$ cat config.mk
export PLATFORM = sky130hd
export DESIGN_NAME = wb_merge
export DESIGN_NICKNAME = d
export VERILOG_FILES = /design/src/rtl/wb_pkg.sv /design/src/rtl/wb_fifo.sv /design/src/rtl/wb_merge.sv
export SDC_FILE = /design/constraint.sdc
export NUM_CORES = 1
export LEC_CHECK = 0
export CORE_MARGIN = 2
export CORE_UTILIZATION = 25
export CTS_CLUSTER_SIZE = 14
export DETAILED_ROUTE_END_ITERATION = 12
export SKIP_CTS_REPAIR_TIMING = 1
export SLEW_MARGIN = 20
export SYNTH_ARGS = -nofsm -noshare
export SYNTH_HDL_FRONTEND = slang
export SYNTH_SLANG_ARGS = --single-unit
$ cat constraint.sdc
create_clock -name CLK -period 5 [get_ports CLK]
set_clock_uncertainty 0.1 [all_clocks]
set_input_delay 0.75 -clock CLK [delete_from_list [all_inputs] [get_ports CLK]]
set_output_delay 0.75 -clock CLK [all_outputs]
set_load 0.02 [all_outputs]
$ cat src/rtl/wb_pkg.sv
// Shared types and constants for the write-back merge stage.
package wb_pkg;
  localparam int             WB_SRC_W    = 3;
  localparam logic [2:0]     WB_SRC_MAIN = 3'd0;
  localparam int             REG_ADDR_W  = 5;
  localparam int             XLEN        = 32;

  typedef struct packed {
    logic [REG_ADDR_W-1:0] rd;
    logic [XLEN-1:0]       data;
  } wb_entry_t;
endpackage

$ cat src/rtl/wb_fifo.sv
// Single-clock result FIFO with flush and a per-slot valid view of queued destinations.
module wb_fifo
  import wb_pkg::*;
#(
  parameter int DEPTH = 4
) (
  input  logic                          CLK,
  input  logic                          RST,
  input  logic                          i_flush,
  input  logic                          i_push,
  input  wb_entry_t                     i_push_entry,
  input  logic                          i_pop,
  output wb_entry_t                     o_head,
  output logic                          o_full,
  output logic                          o_empty,
  output logic [DEPTH-1:0]              o_entry_valid,
  output logic [DEPTH*REG_ADDR_W-1:0]   o_entry_rd
);
  localparam int PW = $clog2(DEPTH);
  localparam int CW = PW + 1;

  wb_entry_t         r_mem [DEPTH];
  logic [PW-1:0]     r_wr_ptr;
  logic [PW-1:0]     r_rd_ptr;
  logic [CW-1:0]     r_count;
  logic              w_do_push;
  logic              w_do_pop;

  assign o_full    = (r_count == CW'(DEPTH));
  assign o_empty   = (r_count == '0);
  assign w_do_push = i_push && !o_full && !i_flush;
  assign w_do_pop  = i_pop && !o_empty;
  assign o_head    = r_mem[r_rd_ptr];

  // NOTE: storage has no reset; validity is tracked solely by the pointers and count.
  always_ff @(posedge CLK) begin
    if (w_do_push) r_mem[r_wr_ptr] <= i_push_entry;
  end

  always_ff @(posedge CLK or posedge RST) begin
    if (RST) begin
      r_wr_ptr <= '0;
      r_rd_ptr <= '0;
      r_count  <= '0;
    end else if (i_flush) begin
      r_wr_ptr <= '0;
      r_rd_ptr <= '0;
      r_count  <= '0;
    end else begin
      if (w_do_push) r_wr_ptr <= r_wr_ptr + 1'b1;
      if (w_do_pop)  r_rd_ptr <= r_rd_ptr + 1'b1;
      if (w_do_push && !w_do_pop)      r_count <= r_count + 1'b1;
      else if (!w_do_push && w_do_pop) r_count <= r_count - 1'b1;
    end
  end

  // A slot is live when its distance from the read pointer is below the count.
  always_comb begin
    o_entry_valid = '0;
    for (int k = 0; k < DEPTH; k++) begin
      logic [PW-1:0] off;
      off = PW'(k) - r_rd_ptr;
      o_entry_valid[k] = ({1'b0, off} < r_count);
    end
  end

  for (genvar k = 0; k < DEPTH; k++) begin : g_rd
    assign o_entry_rd[k*REG_ADDR_W +: REG_ADDR_W] = r_mem[k].rd;
  end
endmodule

$ cat src/rtl/wb_merge.sv
// Write-back merge: main results take the port, coprocessor FIFOs drain when main is idle.
// Define WB_MERGE_RR_EN for round-robin coprocessor selection (default: fixed lowest index).
module wb_merge
  import wb_pkg::*;
#(
  parameter int COP_NUMS   = 1,
  parameter int FIFO_DEPTH = 4
) (
  input  logic                    CLK,
  input  logic                    RST,
  input  logic                    FLUSH,
  input  logic                    MAIN_VALID,
  input  logic [4:0]              MAIN_RD,
  input  logic [31:0]             MAIN_DATA,
  input  logic [COP_NUMS-1:0]     COP_VALID,
  input  logic [5*COP_NUMS-1:0]   COP_RD,
  input  logic [32*COP_NUMS-1:0]  COP_DATA,
  output logic [COP_NUMS-1:0]     COP_READY,
  output logic                    WB_VALID,
  output logic [4:0]              WB_RD,
  output logic [31:0]             WB_DATA,
  output logic [2:0]              WB_SRC,
  output logic [31:0]             PENDING_MASK,
  output logic                    BUSY
);
  logic [COP_NUMS-1:0]            w_push;
  logic [COP_NUMS-1:0]            w_pop;
  logic [COP_NUMS-1:0]            w_full;
  logic [COP_NUMS-1:0]            w_empty;
  wb_entry_t                      w_head [COP_NUMS];
  logic [FIFO_DEPTH-1:0]          w_ev   [COP_NUMS];
  logic [FIFO_DEPTH*5-1:0]        w_erd  [COP_NUMS];
  logic                           w_sel_valid;
  logic [WB_SRC_W-1:0]            w_sel;
  wb_entry_t                      w_sel_entry;
  logic [31:0]                    w_mask;

  logic                           r_wb_valid;
  logic [REG_ADDR_W-1:0]          r_wb_rd;
  logic [XLEN-1:0]                r_wb_data;
  logic [WB_SRC_W-1:0]            r_wb_src;

  for (genvar gi = 0; gi < COP_NUMS; gi++) begin : g_cop
    assign COP_READY[gi] = !w_full[gi];
    // rd==0 results complete the handshake but are never stored.
    assign w_push[gi]    = COP_VALID[gi] && COP_READY[gi] && (COP_RD[5*gi +: 5] != '0);

    wb_fifo #(.DEPTH(FIFO_DEPTH)) u_fifo (
      .CLK           (CLK),
      .RST           (RST),
      .i_flush       (FLUSH),
      .i_push        (w_push[gi]),
      .i_push_entry  ('{rd: COP_RD[5*gi +: 5], data: COP_DATA[32*gi +: 32]}),
      .i_pop         (w_pop[gi]),
      .o_head        (w_head[gi]),
      .o_full        (w_full[gi]),
      .o_empty       (w_empty[gi]),
      .o_entry_valid (w_ev[gi]),
      .o_entry_rd    (w_erd[gi])
    );
  end

`ifdef WB_MERGE_RR_EN
  logic [WB_SRC_W-1:0] r_last;

  always_ff @(posedge CLK or posedge RST) begin
    if (RST)                              r_last <= WB_SRC_W'(COP_NUMS - 1);
    else if (!MAIN_VALID && w_sel_valid)  r_last <= w_sel;
  end
`endif

  // NOTE: every always_comb output gets a default first so no latch is inferred.
  always_comb begin
    w_sel_valid = 1'b0;
    w_sel       = '0;
    w_sel_entry = '0;
`ifdef WB_MERGE_RR_EN
    for (int k = 0; k < COP_NUMS; k++) begin
      for (int j = 0; j < COP_NUMS; j++) begin
        if (!w_sel_valid && j == (int'(r_last) + 1 + k) % COP_NUMS && !w_empty[j]) begin
          w_sel_valid = 1'b1;
          w_sel       = WB_SRC_W'(j);
          w_sel_entry = w_head[j];
        end
      end
    end
`else
    for (int j = 0; j < COP_NUMS; j++) begin
      if (!w_sel_valid && !w_empty[j]) begin
        w_sel_valid = 1'b1;
        w_sel       = WB_SRC_W'(j);
        w_sel_entry = w_head[j];
      end
    end
`endif
    w_pop = '0;
    for (int j = 0; j < COP_NUMS; j++)
      w_pop[j] = !MAIN_VALID && w_sel_valid && (w_sel == WB_SRC_W'(j));
  end

  // Any main result, even to x0, owns the write slot for that cycle.
  always_ff @(posedge CLK or posedge RST) begin
    if (RST) begin
      r_wb_valid <= 1'b0;
      r_wb_rd    <= '0;
      r_wb_data  <= '0;
      r_wb_src   <= WB_SRC_MAIN;
    end else if (MAIN_VALID) begin
      r_wb_valid <= (MAIN_RD != '0);
      if (MAIN_RD != '0) begin
        r_wb_rd   <= MAIN_RD;
        r_wb_data <= MAIN_DATA;
        r_wb_src  <= WB_SRC_MAIN;
      end
    end else if (w_sel_valid) begin
      r_wb_valid <= 1'b1;
      r_wb_rd    <= w_sel_entry.rd;
      r_wb_data  <= w_sel_entry.data;
      r_wb_src   <= w_sel + 3'd1;
    end else begin
      r_wb_valid <= 1'b0;
    end
  end

  always_comb begin
    w_mask = '0;
    for (int i = 0; i < COP_NUMS; i++)
      for (int k = 0; k < FIFO_DEPTH; k++)
        if (w_ev[i][k]) w_mask[w_erd[i][k*5 +: 5]] = 1'b1;
  end

  assign PENDING_MASK = {w_mask[31:1], 1'b0};
  assign BUSY         = ~&w_empty;
  assign WB_VALID     = r_wb_valid;
  assign WB_RD        = r_wb_rd;
  assign WB_DATA      = r_wb_data;
  assign WB_SRC       = r_wb_src;
endmodule

## Yosys cells after proc, flatten, opt, wreduce, memory -nomap -nowiden

Memory sizes are Yosys's and may differ from the RTL's.
Index checks and enable logic that the tools add are counted.

- Multiplexer cells: 32
- $lt $le $gt $ge: 12
- Add/subtract/negate cells: 8
- Reduce and logical (&&, ||, !) cells: 25
- Equality and inequality tests: 3
- Bitwise logic cells: 3

Operators by type and width:

| cell | number |
|---|---|
| 32-bit 2-to-1 mux | 7 |
| 32-bit OR | 3 |
| 5-bit by 6-bit < comparator with 1-bit output (second input constant) | 4 |
| 1-bit demux with 5-bit select | 4 |
| 5-bit by 1-bit greater-or-equal comparator with 1-bit output (second input constant) | 4 |
| 3-bit 2-to-1 mux | 6 |
| 5-bit 2-to-1 mux | 3 |
| 1-bit logical AND | 12 |
| 2-bit by 3-bit < comparator with 1-bit output | 4 |
| 5-bit nonzero test | 2 |
| 1-bit 2-to-1 mux | 8 |
| 2-bit 2-to-1 mux | 4 |
| 1-bit zero test | 6 |
| 2-bit by 1-bit adder with 2-bit output (second input constant) | 2 |
| 2-bit nonzero test | 2 |
| 1-bit by 2-bit subtractor with 2-bit output (first input constant) | 2 |
| 2-bit subtractor (first input constant) | 2 |
| 3-bit by 1-bit adder with 3-bit output (second input constant) | 1 |
| 3-bit == test (second input constant) | 1 |
| 3-bit zero test | 1 |
| 3-bit nonzero test | 1 |
| 3-bit by 1-bit subtractor with 3-bit output (second input constant) | 1 |
| 2-bit by 1-bit != test with 1-bit output (second input constant) | 1 |
| 2-bit != test (second input constant) | 1 |
| 2-bit AND reduction | 1 |

- Memories: 1
- Bits in registers: 48
- Memory bits (writable): 148
- Output and inout bits: 75
- Logic and storage cells: 91

Memories:

| memory | depth | width | read ports | clocked after Yosys merged registers in | write ports | line | source |
|---|---|---|---|---|---|---|---|
| g_cop[0].u_fifo.r_mem | 4 | 37 | 5 | 0 | 1 | wb_fifo.sv:22 | `wb_entry_t r_mem [DEPTH];` |

## Depth between registers and ports, before layout

An unclocked memory read counts as a cell.

- Depth after elaboration: 12
- Gate-level depth with buffers: 10

## Hierarchy

Synthesis repeated with hierarchy kept, for this count alone.

- Cells, all modules: 678
- Area total of the unflattened synthesis: 9385.3 µm²

Modules (own cells, without submodules):

| module | sequential area each (µm²) | area an instance (µm²) | cells each | times used |
|---|---|---|---|---|
| wb_fifo | 4619.4 | 6150.9 | 295 | 1 |
| wb_merge | 975.9 | 3234.4 | 383 | 1 |

## Worst setup path after synthesis

No wires, ideal clock.

- Path kind: flip-flop to output port
- Start point: reg g_cop[0].u_fifo.r_rd_ptr[1]
- End point: out PENDING_MASK[1]
- Data arrival time: 2.391 ns
- Stages on the path, launching flop included: 11
- Path buffers: 3
- Path slack: 1.759 ns
- Cells stage by stage: dfrtp_1 > buf_2 > buf_2 > inv_1 > ha_1 > a21boi_1 > o21bai_1 > nor2b_1 > clkbuf_1 > a2bb2o_1 > a221o_1

- Cells in the longest elaborated chain, start to end: 9

Ends and longest elaborated chain:

| what | line | source |
|---|---|---|
| start: declaration | wb_fifo.sv:24 | `logic [PW-1:0] r_rd_ptr;` |
| start signal: assignment | wb_fifo.sv:51 | `if (w_do_pop) r_rd_ptr <= r_rd_ptr + 1'b1;` |
| 1-bit by 2-bit subtractor with 2-bit output | wb_fifo.sv:62 | `off = PW'(k) - r_rd_ptr;` |
| 2-bit by 3-bit < comparator with 1-bit output | wb_fifo.sv:63 | `o_entry_valid[k] = ({1'b0, off} < r_count);` |
| 32-bit 2-to-1 mux | wb_merge.sv:129 | `if (w_ev[i][k]) w_mask[w_erd[i][k*5 +: 5]] = 1'b1;` |
| 32-bit OR (no source line) | n/a |  |
| 32-bit 2-to-1 mux | wb_merge.sv:129 |  |
| 32-bit OR (no source line) | n/a |  |
| 32-bit 2-to-1 mux | wb_merge.sv:129 |  |
| 32-bit OR (no source line) | n/a |  |
| 32-bit 2-to-1 mux (*) | wb_merge.sv:129 |  |
| end: declaration | wb_merge.sv:23 | `output logic [31:0] PENDING_MASK,` |

Every way passes the cells marked *; elsewhere a longest branch is shown, timed or not.

## Final worst setup path

- Start point: reg g_cop[0].u_fifo.r_rd_ptr[1]
- End point: out PENDING_MASK[21]

Same word-level chain as after synthesis.

==> metrics <==
outcome completed; Std-Cell Rows around 70; multi-input logic area 3070 sq um; CTS HTree Levels 4; detailed placement HPWL about 18000 um; Iter 0 DRT Violations between 500 and 600; fraction of synthesized cell area taken by the top area cell type between 50% and 60%; setup slack after placement around 960 ps; cell family with most CP delay compound AO/OA/AOI/OAI gates; Pre-antenna DRT Iters 7; design area between 10000 and 15000 sq um; sequential share of the synthesized area 63.0%; r2r startpoint g_cop[0].u_fifo.r_count[2]$_DFFE_PP0P_; worst IR drop on VDD 0.000193 V; cell area after synthesis approximately 8900 sq um; final core occ approximately a third; Synth Instances a little under 700; startpoint kind of the worst setup timing path flip-flop; Worst Setup Slack, final ~460 ps; Die Outline Area 37100 sq um; Vias/cell a little under 5; Leak 3.84 nW; Final setup viols 0; Max FO, Critical Path 17; Least-Margin Pin Slew about 1100 ps; number of buffers inserted during clock tree synthesis 17; Placed Cells incl. Taps between 1000 and 1500; Reg-to-Reg End g_cop[0].u_fifo.r_mem[2][32]$_DFFE_PP_; setup TNS after final layout 0 ps; die height ~190 um; Post-Layout Cell Count 1286; final-stage net count 900; Commonest cells post-synth 148 x edfxtp_1, 103 x nand2_1, 71 x nor2_1, 46 x dfrtp_1; Clock Tree Root clkbuf_16; Starting Density 25.2%; number of nets still failing antenna checks after routing 0; Max Freq 220 MHz; worst setup path category reg -> out; final wirelength approximately 27000 um; fraction of final layout cells sized beyond drive strength 1 between 10% and 20%; reg-to-reg setup timing slack 2370 ps; hold path startpoint WB_SRC[0]$_DFFE_PP0P_; standard cell core area ~35000 sq um; Tot GR Track Use 14.4%; number of warning messages in the yosys log 0; number of antenna violations at the first check in global routing 0; count of cells along the worst hold path 1; Filler Cells Inserted between 3000 and 4000; RSZ-0062 raised after global routing no; Area growth syn-to-layout 28.4%; number of max-slew violations in the final report 0; tightest hold margin 383 ps; Mean Syn Cell Area around 13 sq um; first-pass GRT wire length slightly below 40000 um; vias in the first global route roughly 6400; endpoint arrival time on the critical path around 3700 ps; slowest CP cell o21bai_1; leading cell types by total area after synthesis edfxtp_1 50%, dfrtp_1 13%, mux4_2 9.4%; Slowest Stage Delay on Critical Path roughly 860 ps; Num Clock Sinks between 150 and 200; post-place instance area 10800 sq um; endpoint type of the worst setup path output port; Tightest Hold Check Type reg -> reg; total I/O pin count 154; worst slew margin relative to its limit a little over a quarter; share of the clock period used by the worst path between 90 and 100%; required arrival time at the worst endpoint 4150 ps; GRT Residual Overflow 0; Die Span X 193 um; clock period minus final worst setup slack about 4500 ps; number of max-capacitance violations reported 0; most common cell in the synthesized netlist edfxtp_1; depth of the worst register-to-register path 5; Post-synth EDFFs 148; worst path buffer plus inverter count 3; clock transition at the register clock pins on the worst setup and hold paths after CTS approximately 60 ps; ys flop type edfxtp_1; TritonCTS clock tree done; power density over cell area about 470 nW/um^2; detailed-route DRC error count 0; # port buffers 150; count of endpoints failing hold in the final timing report 0; global placement routability congestion around 0.92; worst skew pair latency between 400 and 500 ps; count of vias placed by the detailed router between 6000 and 7000; total inserted antenna cells 0; pin count of the biggest net entering global routing 65; endpoint with the worst hold slack WB_SRC[0]$_DFFE_PP0P_; post-synthesis cell type with the largest combined area edfxtp_1; Cell variety after synth 49; drt wl/cell ~21 um; Critical Path, Cell by Cell buf_4, xnor2_1, inv_1, ha_1, a21oi_1, o21bai_1, o22ai_1, a221o_1, clkdlybuf4s50_1; synthesis-stage register bit count a little under 200; register cell area after layout around 5600 sq um; share of flip-flops with an asynchronous set or reset a little under a quarter; Clock Path Buffers 2; total power consumption of the routed design 5.31 mW
==> routing by layer <==
metal,global-route usage [%],vias up,wire [um],part of all wire (%)
met5,0,-,0,0
met4,4.40,0,555,2.1
met3,3.31,44,1990,7.5
met2,24.1,295,12600,48
met1,18.7,3095,11400,43
li1,-,2821,-,-
==> how the worst max path moves through the flow <==
stage | from | endpoint | slack, ps | depth (start not counted)
4_1_cts | g_cop[0].u_fifo.r_rd_ptr[1]$_DFFE_PP0P_ | PENDING_MASK[21] | 490 | 9
2_1_floorplan | g_cop[0].u_fifo.r_rd_ptr[1]$_DFFE_PP0P_ | PENDING_MASK[1] | 1760 | 10
3_5_place_dp | g_cop[0].u_fifo.r_rd_ptr[1]$_DFFE_PP0P_ | PENDING_MASK[21] | 960 | 9
6_report | g_cop[0].u_fifo.r_rd_ptr[1]$_DFFE_PP0P_ | PENDING_MASK[21] | 460 | 9
3_3_place_gp | g_cop[0].u_fifo.r_rd_ptr[1]$_DFFE_PP0P_ | PENDING_MASK[24] | 920 | 9
5_1_grt | g_cop[0].u_fifo.r_rd_ptr[1]$_DFFE_PP0P_ | PENDING_MASK[21] | 300 | 9
==> layout by cell type, fill, tap and decap left out, drive strengths merged, types with 2 or more instances in the layout <==
| cell type | n |
|---|---|
| nand4 | 2 |
| nor2 | 72 |
| o22a | 3 |
| nand2b | 14 |
| nor3 | 20 |
| o21ai | 5 |
| nor3b | 2 |
| or4 | 2 |
| o211ai | 3 |
| nand2 | 103 |
| clkdlybuf4s50 | 149 |
| o21bai | 4 |
| edfxtp | 148 |
| xnor2 | 5 |
| a21oi | 3 |
| or3 | 2 |
| clkinv | 7 |
| a31oi | 37 |
| o221ai | 2 |
| o22ai | 22 |
| mux4 | 37 |
| and2 | 10 |
| nor2b | 18 |
| and3 | 2 |
| clkbuf | 19 |
| buf | 10 |
| dfrtp | 46 |
| nand3 | 14 |
| ha | 8 |
| conb | 3 |
| o2bb2ai | 4 |
| inv | 14 |
| a211o | 7 |
| a221o | 19 |
==> final cells by class <==
class	instances	share of cell area, %
Clock buffer	19	3.88
Clock inverter	13	1.09
Inverter	9	0.296
Multi-Input combinational cell	431	26.9
Sequential cell	194	49.1
Tap cell	461	5.05
Timing Repair Buffer	159	13.7
==> kinds of logic (layout without fill, tap and decap cells) <==
kind of cell | count (synthesis) | after routing | share of synthesized area, %
AND/OR/NAND/NOR | 262 | 262 | 13.3
XOR/XNOR | 5 | 5 | 0.493
buffers and inverters | 54 | 200 | 2.70
AO/OA/AOI/OAI | 114 | 114 | 9.63
other | 1 | 3 | 0.0422
multiplexers | 38 | 38 | 9.49
flip-flops | 194 | 194 | 63.0
adder cells (fa/ha/maj) | 9 | 9 | 1.35
==> power by group <==
part	switching [mW]	internal (mW)	leakage, nW
Clock	0.645	0.672	0.277
Combinational	1.09	0.803	1.69
Sequential	0.141	1.96	1.88
==> flip-flops by register name (all words and copies together) (netlist names) <==
| register | cells |
|---|---|
| g_cop.u_fifo.r_rd_ptr | 2 |
| WB_RD | 5 |
| g_cop.u_fifo.r_wr_ptr | 2 |
| WB_SRC | 1 |
| WB_DATA | 32 |
| g_cop.u_fifo.r_mem | 148 |
| WB_VALID | 1 |
| g_cop.u_fifo.r_count | 3 |
Note: power is estimated with default switching activity, not from simulation.
